## src/rtl/retry_inorder_source.sv

```systemverilog
// rtl/retry_inorder_source.sv - issuing side of the in-order retry pair
//
// Tags each upstream operation with a rolling ID, keeps a copy of its payload
// in an ID-indexed replay buffer, and issues it into the protected datapath.
// Elements handed back by the far end are replayed from the buffer under fresh
// IDs. Replays always win over new upstream traffic, so results stay in order.
//
// Ports:
//   clk_i              clock, rising edge
//   rst_i              synchronous active-high reset
//   data_i/valid_i     upstream payload/valid
//   ready_o            upstream ready
//   data_o/valid_o     payload/valid into the datapath
//   id_o               ID travelling with data_o on the same handshake
//   ready_i            datapath ready
//   retry_valid        far end is returning an element for replay
//   retry_id           ID of the returned element
//   retry_ready        replay accepted this cycle
//   retry_lock         far end is in retry mode; new intake is blocked
//   retry_id_feedback  ID of the most recently issued element
module retry_inorder_source #(
  parameter type         DataType = logic,
  parameter int unsigned IDSize   = 1
) (
  input  logic              clk_i,
  input  logic              rst_i,
  input  DataType           data_i,
  input  logic              valid_i,
  output logic              ready_o,
  output DataType           data_o,
  output logic [IDSize-1:0] id_o,
  output logic              valid_o,
  input  logic              ready_i,
  input  logic              retry_valid,
  input  logic [IDSize-1:0] retry_id,
  output logic              retry_ready,
  input  logic              retry_lock,
  output logic [IDSize-1:0] retry_id_feedback
);

  localparam int unsigned       Depth = 2 ** IDSize;
  localparam logic [IDSize-1:0] IdOne = IDSize'(1);

  logic [IDSize-1:0] id_q;
  DataType           mem [Depth];
  logic              issue;

  // Source select. A pending return takes the datapath regardless of lock;
  // otherwise lock parks upstream without dropping it (ready_o stays low).
  always_comb begin
    data_o      = data_i;
    valid_o     = 1'b0;
    ready_o     = 1'b0;
    retry_ready = 1'b0;
    if (retry_valid) begin
      data_o      = mem[retry_id];
      valid_o     = 1'b1;
      retry_ready = ready_i;
    end else if (!retry_lock) begin
      data_o  = data_i;
      valid_o = valid_i;
      ready_o = ready_i;
    end
  end

  assign issue             = valid_o & ready_i;
  assign id_o              = id_q;
  // Last issued ID; the far end latches it when it detects a failure.
  assign retry_id_feedback = id_q - IdOne;

  always_ff @(posedge clk_i) begin
    if (rst_i) begin
      id_q <= '0;
    end else if (issue) begin
      id_q <= id_q + IdOne;
    end
  end

  // Every issued element, including replays, is stored under the ID it
  // leaves with, so a replayed element can fail and be replayed again.
  always_ff @(posedge clk_i) begin
    if (issue) begin
      mem[id_q] <= data_o;
    end
  end

endmodule

```

## config.mk

```make
export PLATFORM = sky130hd
export DESIGN_NAME = retry_inorder_source
export DESIGN_NICKNAME = d
export VERILOG_FILES = /design/src/rtl/retry_inorder_source.sv
export SDC_FILE = /design/constraint.sdc
export NUM_CORES = 1
export LEC_CHECK = 0
export ABC_AREA = 1
export ABC_CLOCK_PERIOD_IN_PS = 1100
export BUFFER_PORTS_ARGS = -buffer_cell sky130_fd_sc_hd__buf_2
export CAP_MARGIN = 30
export CORE_AREA = 10 10 47 49
export CTS_CLUSTER_DIAMETER = 150
export CTS_CLUSTER_SIZE = 28
export DETAILED_ROUTE_END_ITERATION = 10
export DIE_AREA = 0 0 57 59
export SYNTH_ARGS = -nofsm -noshare
export SYNTH_HDL_FRONTEND = slang
export SYNTH_SLANG_ARGS = --single-unit
```

## constraint.sdc

```tcl
create_clock -name clk_i -period 1.1 [get_ports clk_i]
set_input_delay 0.22 -clock clk_i [delete_from_list [all_inputs] [get_ports clk_i]]
set_output_delay 0.22 -clock clk_i [all_outputs]
set_load 0.02 [all_outputs]
```

# Yosys cells after proc, flatten, opt, wreduce, memory -nomap -nowiden
# Memory sizes are Yosys's and may differ from the RTL's.
# Cells that the tools add are included.
[classes]
addsub = 2
multipliers = 0
div = 0
magnitude_cmp = 0
n_eq_ne = 0
shifts = 0
n_mux = 8
n_bitwise = 1
reduce_logical = 0
[op_table]
columns = ["cell", "count"]
rows = [
  ["$mux 1", 8],
  ["$add 1x1->1 const B", 1],
  ["$and 1x1->1", 1],
  ["$sub 1x1->1 const B", 1],
]
[word_totals]
reg_bits = 1
latchBits = 0
ram_bits = 2
mem_bits_ro = 0
in_bits = 8
output_inout_bits = 6
elab_cells = 13
mem_count = 1
[memory_table]
columns = ["memory", "depth", "width", "rd", "rd_ports_with_merged_regs", "wr", "line", "source"]
rows = [
  ["mem", 2, 1, 1, 0, 1, "45", "DataType mem [Depth];"],
]

# Logic depth before layout (Yosys ltp)
# Gate-level depths: netlist (run 1).
[logic_depth]
word_depth = 5
depth_mapped = 6

# Least setup slack after synthesis (run 1)
# Ideal clock, no wire load.
[synth_timing]
path_kind = "reg-to-reg"
start = "memory mem[0] in the netlist's numbering"
end = "memory mem[0] in the netlist's numbering (data pin)"
setup_ns = 0.262
t_arrival_ns = 0.747
required_ns = 0.838
slack_ns = 0.091
path_stages_with_launch = 3
path_buffers = 0
cell_sequence = "edfxtp_1 -> o21ai_0 -> o21ai_1"
[synth_via]
elab_chain_len = 2
[synth_rtl]
columns = ["element", "line", "source"]
rows = [
  ["start, declared", "45", ""],
  ["$mem_v2 2x1", "--", ""],
  ["$mux 1", "55", "if (retry_valid) begin"],
  ["via data_o", "30", "output DataType data_o,"],
]
# The timed path passes the listed nets, and every way through them passes these cells.

# Final worst setup path (run 1)
[layout_timing]
start = "memory mem[0] in the netlist's numbering"
end = "output port data_o"
[layout_via]
elab_chain_len = 2
[layout_rtl]
columns = ["element", "line"]
rows = [
  ["$mem_v2 2x1", "--"],
  ["$mux 1", "55"],
  ["end, declared", "30"],
]
# No other way between the ends.

==> results.toml, run 1 <==
[status]
outcome = "finished, violations left"
violations = "setup timing"

[hold_path]
hp-class = "in2reg"

[route]
drt_iter0_markers = 1
wirelength_microns = 527
vias = 204
via_per_inst = 3.46
wl_per_cell_microns = 8.93
drt_first_pass_iters = 2
postRouteAntennaNets = 0
drt_drc_violations_left = 0

[global_routing]
overflow = 0
grt_max_degree = 6
antenna_found_initial = 0
grt_first_pass_wirelength_microns = 890
gr-usage-all-layers_pct = 3.51
grt_pass1_vias = 219

[critical_path]
crit_path_end_kind = "output port"
path_max_fanout = 2
critPathKind = "reg2out"
worstPathRequired_ns = 0.88
worstPathArrival_ns = 0.95
cp-start-kind = "flip-flop"

[finish]
diodes = 0
final_cell_mix = "buf_2, inv_1, nand2_1"
nets = 52
drive_above_1_share_pct = 51.2
syn_to_final_growth_pct = 67.1
final_cells = 59
final_common_cell = "buf_2"

[yosys]
netlist_area_sq_um = 183
synth_seq_cells = 3
synthCells = 25
synth_largest_area_cell = "edfxtp_1"
synth.distinct_cells = 12
yosysWarningCount = 0
synth_top_area_share_pct = 32.9
synth_area_leaders = "edfxtp_1, inv_1, dfxtp_1"
syn_nets = 33
synth_seq_area_share_pct = 43.8
syn-mean-instance-area_sq_um = 7.31

[sta]
rsz0062_at_grt = "yes"
tightest_slew_ns = 0.166
final.setup.tns_ns = -0.0724
max_clock_freq_mhz = 853
finalCritPeriodShare_pct = 107
clock_skew_ns = 0.00428
maxSlewHeadroom_pct = 88.9
hold_ws_ns = 0.206
hold_viol_final = 0
period_minus_slack_ns = 1.17
worst_slack_ns = -0.0724
finalSetupViolations = 1
maxSlewViolCount = 0

[die]
dieArea_sq_um = 3360
core_area_sq_um = 1400
start_util_pct = 13.0
pin_count = 14
fp-row-count = 14
dieWidth_microns = 57
fp.dieH_microns = 59

[power_and_ir_drop]
ir_drop_uv = 346
p_leak_nw = 0.176
power-per-cell-area_nw_per_um2 = 1370

[placed_design]
portBuffers = 13
hpwl_microns = 444
place_inst = 54
pre_cts_slack_ns = 0.0532
globalplace.congestion = 0.632

[cts]
cts_buffers = 3
cts-hold-fix-buffers = 0
clkLatencyLatePin_ns = 0.23
cts_sinks = 3
cts_max_level = 1
cts_tree = "done"
clk_path_buf_depth = 2
clockRootBuffer = "clkbuf_4"
clkSlewWorstSetupHoldPaths_ns = 0.04

[job]
drv_cap = 0
==> path summary, 6_finish.rpt <==
| path | startpoint | end | slack, ns | depth (start not counted) |
|---|---|---|---|---|
| worst min register to register | id_o$_SDFFE_PP0P_ | id_o$_SDFFE_PP0P_ | 0.53 | 2 |
| worst min-delay path | rst_i | id_o$_SDFFE_PP0P_ | 0.21 | 4 |
| worst max-delay path | mem[0]$_DFFE_PP_ | data_o | -0.07 | 3 |
| worst max register to register | mem[0]$_DFFE_PP_ | mem[1]$_DFFE_PP_ | 0.16 | 3 |
==> area by class of cell <==
cell class | count | area, sq um
fillers | 166 | 1100
flip-flops and latches | 3 | 81.3
multi-input cells | 15 | 76.3
repair buffers | 14 | 75.1
clock buffers | 4 | 26.3
inverters | 7 | 26.3
well taps | 16 | 20.0
==> sequential cells by signal, summed over array words and instances, names as in the netlist <==
signal,count
id_o,1
mem,2
==> Yosys cell counts <==
master	number
o21ai_0	1
inv_1	6
inv_2	1
nor2_1	4
a21oi_1	1
nand3_2	1
nand2_1	5
nand2_2	1
edfxtp_1	2
dfxtp_1	1
o21ai_1	1
nand2_4	1
==> routing by layer <==
layer | GRT usage [%] | routed length, microns
met5 | 0 | 0
met4 | 3.02 | 10
met3 | 3.00 | 87
met2 | 4.96 | 230
met1 | 3.11 | 199
==> critical path, stage by stage, from the launching register on <==
cell and delay (ns):
edfxtp_1 0.35, o21ai_1 0.12, o21ai_1 0.09, buf_4 0.16
==> power by group <==
group	internal [mW]	leakage, nW	switching, mW
clock network	0.136	0.0150	0.0593
logic	0.0359	0.134	0.0514
registers	0.130	0.0272	0.00498
total	0.302	0.176	0.116
==> cells by family (layout without fill, tap and decap cells) <==
kind of cell / Yosys count / count (layout) / share of synthesized area [%]
simple gates: 12 / 12 / 33.6
flops: 3 / 3 / 43.8
buf+inv: 7 / 25 / 14.4
compound gates: 3 / 3 / 8.21
==> metrics by stage <==
step	util (%)	area [sq um]	power, mW
after global routing	21.8	305	0.441
after detailed placement	19.1	268	0.218
after floorplan	-	183	0.182
after global placement	19.1	268	0.217
after CTS	21.7	304	0.424
final	21.8	305	0.417
==> repair_timing <==
action                     4_1_cts  5_1_grt
resized for setup                2        1
buffers inserted                 1        0
setup endpoints to repair        1        3
pin swaps                        2        2
No activity file was read; power rests on OpenSTA's default activity.
==> inputs of run 2 (changes only) <==
- ABC_CLOCK_PERIOD_IN_PS: 1100 -> 1350
- clock period: 1.1 -> 1.35 ns (I/O delays scaled with it)
==> run 2 against run 1 <==
Effect of this change: critical path type unchanged; final cell count decreased by 1.7%; non-clock buffer count down 1; power is 21% lower; highest routed layer is now met3; via count shrank 0.98%; the run now ends clean.
==> results.toml, run 2 (same netlist as run 1, synthesis figures left out) <==
[placed_design]
globalplace.congestion = 0.618
hpwl_microns = 489
portBuffers = 13

[critical_path]
worstPathArrival_ns = 1.01
cp-start-kind = "flip-flop"
worstPathRequired_ns = 1.08
critPathTopFamily = "flip-flops"
critPathKind = "reg2out"
max_stage_delay_ns = 0.34
worst-path-buf-inv = 1
crit_chain = "o21ai_0 > o21ai_1 > buf_2"
crit_path_end_kind = "output port"
path_max_fanout = 3
crit_slowest_cell = "edfxtp_1"

[route]
drt_drc_violations_left = 0
postRouteAntennaNets = 0
wl_per_cell_microns = 9.59
drt_first_pass_iters = 2
via_per_inst = 3.48
vias = 202
drt_iter0_markers = 2
wirelength_microns = 556

[global_routing]
grt_first_pass_wirelength_microns = 931
overflow = 0
grt_max_degree = 6
antenna_found_initial = 0
gr-usage-all-layers_pct = 3.85
grt_pass1_vias = 216

[die]
fp.dieH_microns = 59
dieArea_sq_um = 3360
dieWidth_microns = 57
pin_count = 14
fp-row-count = 14
start_util_pct = 13.0
core_area_sq_um = 1400

[hold_path]
hp-class = "in2reg"

[sta]
maxSlewHeadroom_pct = 87.4
rsz0062_at_grt = "no"
clock_skew_ns = 0.00229
hold_viol_final = 0
finalCritPeriodShare_pct = 94.8
max_clock_freq_mhz = 781
hold_ws_ns = 0.276
finalSetupViolations = 0
final.setup.tns_ns = 0
maxSlewViolCount = 0
tightest_slew_ns = 0.187
period_minus_slack_ns = 1.28

[cts]
cts_sinks = 3
cts_max_level = 1
cts_resized = 0
cts_tree = "done"
clockRootBuffer = "clkbuf_4"
cts_buffers = 3
clkLatencyLatePin_ns = 0.23
clk_path_buf_depth = 2
clkSlewWorstSetupHoldPaths_ns = 0.04
cts-hold-fix-buffers = 0
post_cts_buffers = 0

[power_and_ir_drop]
power_frac_clock_pct = 46.7
ir_drop_uv = 225
p_leak_nw = 0.170
switching_share_pct = 26.8
combPwrFrac_pct = 20.1
power-per-cell-area_nw_per_um2 = 1120
internal_power_uw = 240
p_sw_uw = 87.9
p_seq_share_pct = 33.2

[finish]
drive_above_1_share_pct = 47.6
nets = 51
diodes = 0
fillers = 170
regMostFlops = "mem"
final_common_cell = "buf_2"
syn_to_final_growth_pct = 61.0
final_cell_mix = "buf_2, inv_1, nand2_1"
largest_reg_flops = 2

[job]
drv_cap = 0

[status]
outcome = "finished, final reports clean"
-- run 2: changes by cell type in the layout (fill, tap and decap cells not counted), sizes merged --
cell and delta:
buf -1
-- run 2: path summary, 6_finish.rpt --
| kind | slack, ns | from | cells past startpoint | endpoint |
|---|---|---|---|---|
| worst min register to register | 0.58 | id_o$_SDFFE_PP0P_ | 2 | id_o$_SDFFE_PP0P_ |
| worst min-delay path | 0.28 | rst_i | 4 | id_o$_SDFFE_PP0P_ |
| worst max-delay path | 0.07 | mem[0]$_DFFE_PP_ | 3 | data_o |
| worst max register to register | 0.47 | mem[0]$_DFFE_PP_ | 2 | mem[1]$_DFFE_PP_ |
-- run 2: per-stage QoR --
stage	power (mW)	worst slack, ns	cell area, sq um	utilization, %	instances
after CTS	0.341	0.0464	294	21.0	58
after global routing	0.356	0.0127	294	21.0	58
final	0.328	0.0697	294	21.0	58
after floorplan	0.148	0.333	183	-	25
after detailed placement	0.178	0.228	268	19.1	54
after global placement	0.177	0.246	268	19.1	54
-- run 2: power by group through the flow --
| stage | Sequential [mW] | Clock, mW | Combinational, mW |
|---|---|---|---|
| final | 0.109 | 0.153 | 0.0660 |
| after global routing | 0.110 | 0.172 | 0.0736 |
| after CTS | 0.109 | 0.164 | 0.0679 |
| after detailed placement | 0.110 | 0 | 0.0677 |
| after global placement | 0.110 | 0 | 0.0672 |
| after floorplan | 0.113 | 0 | 0.0354 |
-- run 2: worst register-to-register path: stages, from the launching register on --
cell	delay, ns
edfxtp_1	0.34
o21ai_0	0.17
o21ai_1	0.10
-- run 2: area by class of cell --
class	count	area (sq um)	share of cell area [%]
flip-flops and latches	3	80.1	27.2
repair buffers	13	65.1	22.1
multi-input cells	15	76.3	26.0
well taps	16	20.0	6.81
clock buffers	4	26.3	8.94
inverters	7	26.3	8.94
-- run 2: per-layer routing --
layer | up-vias | part of all wire (%) | track usage, %
met5 | - | 0 | 0
met4 | 0 | 0 | 4.03
met3 | 0 | 15 | 3.65
met2 | 9 | 47 | 5.27
met1 | 85 | 38 | 3.10
li1 | 108 | - | -
==> inputs of run 3 (changes only) <==
- GPL_TIMING_DRIVEN: unset -> 0
==> run 3 against run 2 <==
Effect of this change: via count is 0.50% lower; setup slack improved by 0.012 ns; fmax is 0.97% higher; power up 2.0%; largest power group unchanged.
==> results.toml, run 3 (same netlist as run 1, synthesis figures left out) <==
[route]
vias = 201
wl_per_cell_microns = 9.83
drt_drc_violations_left = 0
drt_iter0_markers = 1
drt_first_pass_iters = 2
postRouteAntennaNets = 0
wirelength_microns = 580
via_per_inst = 3.41

[global_routing]
top_usage_layer = "met2"
use_met3_pct = 3.00
antenna_found_initial = 0
gr-usage-all-layers_pct = 3.64
grt_max_degree = 6
grt_first_pass_wirelength_microns = 883
grtUsageMet2_pct = 5.27
overflow = 0
grt_pass1_vias = 196
use_met1_pct = 2.87

[sta]
period_minus_slack_ns = 1.27
maxSlewHeadroom_pct = 88.1
tightest_slew_ns = 0.178
hold_ws_ns = 0.268
max_clock_freq_mhz = 789
rsz0062_at_grt = "no"
maxSlewViolCount = 0
finalSetupViolations = 0
final.setup.tns_ns = 0
clock_skew_ns = 0.00101
finalCritPeriodShare_pct = 93.9
hold_viol_final = 0

[cts]
cts_sinks = 3
clkSlewWorstSetupHoldPaths_ns = 0.04
clkLatencyLatePin_ns = 0.23
cts_max_level = 1
cts_resized = 0
cts-hold-fix-buffers = 0
clk_path_buf_depth = 2
post_cts_buffers = 0
clockRootBuffer = "clkbuf_4"
cts_tree = "done"
cts_buffers = 3

[placed_design]
placed_area_sq_um = 268
globalplace.congestion = 0.632
place_inst = 54
hpwl_microns = 497
portBuffers = 13

[critical_path]
worstPathArrival_ns = 1.00
r2r-end = "mem[1]$_DFFE_PP_"
cp-start-kind = "flip-flop"
regToRegSetupSlack_ns = 0.36
cp-endpoint = "data_o"
critPathKind = "reg2out"
critPathLaunch = "mem[0]$_DFFE_PP_"
worstPathRequired_ns = 1.08
crit_path_end_kind = "output port"
path_max_fanout = 2
rr_startpoint = "mem[0]$_DFFE_PP_"
worst_r2r_path_depth = 3

[die]
fp-row-count = 14
core_area_sq_um = 1400
dieArea_sq_um = 3360
fp.dieH_microns = 59
dieWidth_microns = 57
start_util_pct = 13.0
pin_count = 14

[finish]
drive_above_1_share_pct = 48.8
regMostFlops = "mem"
nets = 52
final_cell_mix = "buf_2, inv_1, nand2_1"
final_cell_area_sq_um = 302
fillers = 173
final_common_cell = "buf_2"
largest_reg_flops = 2
syn_to_final_growth_pct = 65.1
diodes = 0
final_cells = 59

[status]
outcome = "finished, final reports clean"

[power_and_ir_drop]
power-per-cell-area_nw_per_um2 = 1110
p_leak_nw = 0.175
ir_drop_uv = 274

[hold_path]
hp-class = "in2reg"
whs_path_depth = 4

[job]
drv_cap = 0
-- run 3: worst min path at each step --
stage,endpoint,startpoint
detailed placement,id_o$_SDFFE_PP0P_,rst_i
global route,id_o$_SDFFE_PP0P_,rst_i
CTS,id_o$_SDFFE_PP0P_,rst_i
floorplan,id_o$_SDFFE_PP0P_,rst_i
global placement,id_o$_SDFFE_PP0P_,rst_i
finish,id_o$_SDFFE_PP0P_,rst_i
-- run 3: layout make-up --
cell class	count	area (sq um)	share of cell area, %
Tap cell	16	20.0	6.64
Clock buffer	4	26.3	8.71
Timing Repair Buffer	14	72.6	24.1
Inverter	7	26.3	8.71
Sequential cell	3	80.1	26.6
Multi-Input combinational cell	15	76.3	25.3
-- run 3: power breakdown --
part	internal (mW)	switching, mW	total [mW]	leakage [nW]
sequential	0.105	0.00390	0.109	0.0269
clock	0.111	0.0454	0.156	0.0150
combinational	0.0277	0.0422	0.0699	0.133
total	0.243	0.0915	0.335	0.175
-- run 3: routing by layer --
layer  part of all wire [%]  routed length (microns)
met1                     37                      213
met4                      0                        0
met2                     50                      289
met3                     13                       77
met5                      0                        0
-- run 3: critical path, cell delays in order (launching register included) --
cell	delay, ns
edfxtp_1	0.34
o21ai_0	0.16
o21ai_1	0.11
buf_2	0.17
-- run 3: metrics by stage --
| step | utilization [%] | setup WS, ns | power [mW] |
|---|---|---|---|
| 2_1_floorplan | - | 0.333 | 0.148 |
| 3_3_place_gp | 19.1 | 0.221 | 0.177 |
| 3_5_place_dp | 19.1 | 0.197 | 0.179 |
| 4_1_cts | 21.0 | 0.0209 | 0.341 |
| 5_1_grt | 21.5 | 0.00620 | 0.352 |
| 6_report | 21.5 | 0.0819 | 0.335 |
